## config.mk

```make
export PLATFORM = sky130hd
export DESIGN_NAME = mesi_isc_breq_rr_arb
export DESIGN_NICKNAME = d
export VERILOG_FILES = /design/src/rtl/mesi_isc_breq_rr_arb.sv
export SDC_FILE = /design/constraint.sdc
export NUM_CORES = 1
export LEC_CHECK = 0
export BUFFER_PORTS_ARGS = -buffer_cell sky130_fd_sc_hd__buf_2
export CAP_MARGIN = 20
export CORE_MARGIN = 2
export CORE_UTILIZATION = 35
export DETAILED_ROUTE_END_ITERATION = 8
export SYNTH_ARGS = -nofsm -noshare
export SYNTH_HDL_FRONTEND = slang
export SYNTH_SLANG_ARGS = --single-unit
export TNS_END_PERCENT = 30
```

## constraint.sdc

```tcl
create_clock -name clk -period 6.18 [get_ports clk]
set_input_delay 1.854 -clock clk [delete_from_list [all_inputs] [get_ports clk]]
set_output_delay 1.854 -clock clk [all_outputs]
set_load 0.02 [all_outputs]
```

## src/rtl/mesi_isc_breq_rr_arb.sv

```systemverilog
// mesi_isc_breq_rr_arb: round-robin arbiter moving per-CPU breq FIFO heads into the broadcast FIFO
module mesi_isc_breq_rr_arb #(
    parameter int ADDR_WIDTH       = 32,
    parameter int BROAD_TYPE_WIDTH = 2,
    parameter int BROAD_ID_WIDTH   = 7
) (
    input  logic                          clk,
    input  logic                          rst,
    input  logic [3:0]                    fifo_status_empty_array,
    input  logic [4*BROAD_TYPE_WIDTH-1:0] fifo_type_array,
    input  logic [4*ADDR_WIDTH-1:0]       fifo_addr_array,
    input  logic                          broad_fifo_status_full_i,
    output logic [3:0]                    fifo_rd_array,
    output logic                          broad_fifo_wr_o,
    output logic [ADDR_WIDTH-1:0]         broad_addr_o,
    output logic [BROAD_TYPE_WIDTH-1:0]   broad_type_o,
    output logic [1:0]                    broad_cpu_id_o,
    output logic [BROAD_ID_WIDTH-1:0]     broad_id_o,
    output logic                          err_type_o
);
    typedef enum logic {IDLE, GAP} state_t;
    state_t state, state_nx;
    logic [1:0] last_grant, win;
    logic [4:0] seq [4];
    logic grant, is_err;
    logic [BROAD_TYPE_WIDTH-1:0] win_type;
    logic [ADDR_WIDTH-1:0] win_addr;
    always_comb begin
        win = last_grant;
        // scanning from farthest to nearest leaves the nearest eligible CPU as winner
        for (int k = 4; k >= 1; k--)
            if (!fifo_status_empty_array[last_grant + 2'(k)]) win = last_grant + 2'(k);
        win_type = fifo_type_array[int'(win)*BROAD_TYPE_WIDTH +: BROAD_TYPE_WIDTH];
        win_addr = fifo_addr_array[int'(win)*ADDR_WIDTH +: ADDR_WIDTH];
        grant = state == IDLE && !(&fifo_status_empty_array) && !broad_fifo_status_full_i;
        is_err = win_type == BROAD_TYPE_WIDTH'(3);
        state_nx = grant ? GAP : IDLE;
    end
    always_ff @(posedge clk or posedge rst) begin
        if (rst) begin
            state <= IDLE;
            fifo_rd_array <= '0;
            broad_fifo_wr_o <= 1'b0;
            broad_addr_o <= '0;
            broad_type_o <= '0;
            broad_cpu_id_o <= '0;
            broad_id_o <= '0;
            err_type_o <= 1'b0;
            last_grant <= 2'd3;
            for (int i = 0; i < 4; i++) seq[i] <= '0;
        end else begin
            state <= state_nx;
            fifo_rd_array <= grant ? 4'b0001 << win : 4'b0000;
            broad_fifo_wr_o <= grant && !is_err;
            if (grant) begin
                last_grant <= win;
                broad_cpu_id_o <= win;
                if (is_err) err_type_o <= 1'b1;
                else begin
                    broad_addr_o <= win_addr;
                    broad_type_o <= win_type;
                    broad_id_o <= BROAD_ID_WIDTH'({win, seq[win]});
                    seq[win] <= seq[win] + 5'd1;
                end
            end
        end
    end
endmodule

```

==> flow_metrics.tcl <==
set metrics [dict create \
    slew_violations 0 \
    area_growth_pct 32.71 \
    synth_top_cell_area_share_pct 42.96 \
    fill_cells 1089 \
    initial_core_util_pct 35.86 \
    synth_flop_cell "dfrtp_1" \
    critPathKind "in2reg" \
    drc_errors 0 \
    io_pins 192 \
    cts_num_sinks 72 \
    critPathMaxStageDelay_ns 0.77 \
    finalWirelength_um 10200 \
    synth_area_leaders "dfrtp_1 (43%), mux2_1 (12%), mux2i_1 (11%)" \
    layout-drive-gt1-share_pct 42.06 \
    grt_max_degree 76 \
    antenna_found_initial 0 \
    nNetsFinal 692 \
    cts_resized 0 \
    power.leakage_nw 2.597 \
    final_cell_area_um2 5411 \
    crit_top_cell "buf_4" \
    synth-edff-count 0 \
    port_buffers 191 \
    min_period_ns 4.265 \
    multiInputGateArea_um2 2135 \
    final_hold_viol_count 0 \
    drtPass1Iterations 4 \
    clock_path_buffers 2 \
    dp_hpwl_um 7528 \
    crit_path_start "fifo_status_empty_array[3]" \
    die_x_um 111.9 \
    fin_crit_sh_pct 69.01 \
    hold_buffers 0 \
    grt_pass1_wl_um 16950 \
    syn_avg_cell_area_um2 11.08 \
    num_antenna_cells 0 \
    seqCellArea_um2 1804 \
    yosysMostFrequentCell "dfrtp_1" \
    skew_ns 0.008964 \
    vias 3440 \
    setup_tns_ns 0 \
    min_path_type "reg2reg" \
    ys_ff_latch 72 \
    die_area_um2 12530 \
    yosys-top-cells-count "dfrtp_1 (70), a21oi_1 (44), mux2_1 (44)" \
    rr_worst_depth 8 \
    coreArea_um2 11370 \
    r2r_setup_slack_ns 3.01 \
    rr_endpoint "broad_addr_o[0]" \
    final_antenna_net_count 0 \
    cp-start-kind "input port" \
    cp_cell_sequence "buf_2 -> nor2b_1 -> o21ba_1 -> a211oi_4 -> buf_4 -> buf_4 -> mux2i_1 -> a21oi_1 -> mux2_1" \
    yosysWarnings 0 \
    drtIter0Drc 151 \
    numCtsBuffers 9 \
    gr-total-overflow 0 \
    maxCapViolations 0 \
    rsz0062_at_grt "false" \
    dieHeight_um 111.9 \
    row_count 39 \
    wire_per_inst_um 14.63 \
    gp_congestion 0.7994 \
    powerDensity_nw_per_um2 472.9 \
    setup_viol 0 \
    critPathSlowestCell "buf_4" \
    cts_tree "yes" \
    ir_drop_uv 344.3 \
    grt_pass1_vias 3506 \
    end_kind "flop" \
    vias_per_cell 4.935 \
    relSlewSlack_pct 40.39 \
    synth_area_um2 4078 \
    synth_cells 368 \
    grtUsageTotal_pct 16.64 \
    yosysSeqAreaShare_pct 44.25 \
    timing.rr.start "last_grant[1]" \
    cts-root-buf "clkbuf_16" \
    crit_arrival_ns 4.48 \
    max_freq_ghz 0.2345 \
    synth_top_area_cell "dfrtp_1" \
    synth.distinct_cells 39 \
    status "finished, final reports clean" \
    crit_required_ns 6.39 \
    cts_max_level 3 \
    synth_fp_nets 511 \
    synthArstFlopShare_pct 100.0 \
    crit_path_end "broad_addr_o[0]" \
    post_cts_buffers 0 \
    clock_latency_ns 0.33 \
    postPlaceCellArea_um2 5126 \
    tightest_slew_ns 0.8942 \
    cp_max_fo 75 \
    clk_pin_slew_ns 0.06 \
]
==> power breakdown <==
| group | internal (W) | total (W) | switching [W] |
|---|---|---|---|
| clock network | 0.000278 | 0.000489 | 0.000210 |
| logic | 0.000519 | 0.00127 | 0.000753 |
| registers | 0.000694 | 0.000799 | 0.000105 |
| total | 0.00149 | 0.00256 | 0.00107 |
==> placed cells by master (no fill, tap or decap), types with 3 or more instances in the layout <==
master      instances
inv_1               3
inv_6               3
and2_1              3
clkinvlp_4          3
nor2b_1            37
buf_2             191
clkbuf_16           9
mux2_4              4
mux2_2              5
mux2_1             44
a21oi_1            44
buf_4               5
dfrtp_1            70
nor2_1             18
mux2i_1            43
a211oi_1           33
nand2_1             5
xnor2_1             3
nand2b_1            3
==> routing by layer <==
metal,vias up,GRT usage (%),wire length (µm)
li1,1698,-,-
met1,1607,21.04,4457
met2,126,28.44,4832
met3,9,4.790,798
met4,0,3.740,107
met5,-,0,0
==> worst max-delay path, delay by kind of cell <==
family | cells | cell delay [ns]
buffers and inverters | 3 | 1.35
muxes | 2 | 0.65
AOI/OAI and AO/OA | 3 | 0.45
and+or+nand+nor | 1 | 0.07
==> flip-flops by register name, summed over array words and instances, names as in the netlist <==
register         cells
broad_addr_o        32
state                1
broad_type_o         2
seq                 20
fifo_rd_array        4
last_grant           2
broad_cpu_id_o       2
err_type_o           1
broad_fifo_wr_o      1
broad_id_o           7
==> cell families after synthesis <==
family                    count (synthesis)  synth area share [%]
and+or+nand+nor                          71                 9.451
muxes                                    99                 27.00
xor gates and xnor gates                  4                0.8593
buffers and inverters                    30                 3.774
AOI/OAI and AO/OA                        92                 14.67
DFF                                      72                 44.25
==> how the worst min path moves through the flow <==
stage	cells after the start	slack, ns	to	from
after detailed placement	1	0.47	broad_addr_o[17]	broad_addr_o[17]
after floorplan	1	0.46	seq[11]	seq[11]
after global routing	1	0.50	broad_addr_o[8]	broad_addr_o[8]
after global placement	1	0.47	broad_addr_o[8]	broad_addr_o[8]
final	1	0.48	broad_addr_o[8]	broad_addr_o[8]
after CTS	1	0.48	broad_addr_o[17]	broad_addr_o[17]
==> per-stage QoR <==
step | setup slack, ns | util, % | cells | hold WS [ns] | total power (W)
2_1_floorplan | 2.423 | - | 368 | 0.4574 | 0.001733
6_report | 1.915 | 47.60 | 697 | 0.4791 | 0.002559
4_1_cts | 1.908 | 47.60 | 697 | 0.4833 | 0.002600
3_3_place_gp | 1.645 | 45.09 | 681 | 0.4651 | 0.002063
5_1_grt | 1.699 | 47.60 | 697 | 0.5000 | 0.002757
3_5_place_dp | 1.565 | 45.09 | 681 | 0.4696 | 0.002095
==> layout make-up <==
cell class,count,share of cell area [%]
flip-flops and latches,72,33.34
multi-input cells,266,39.45
clock inverters,7,1.110
clock buffers,9,4.162
inverters,4,0.2775
repair buffers,196,18.36
well taps,143,3.306
Power figures use the tool's default switching activity.
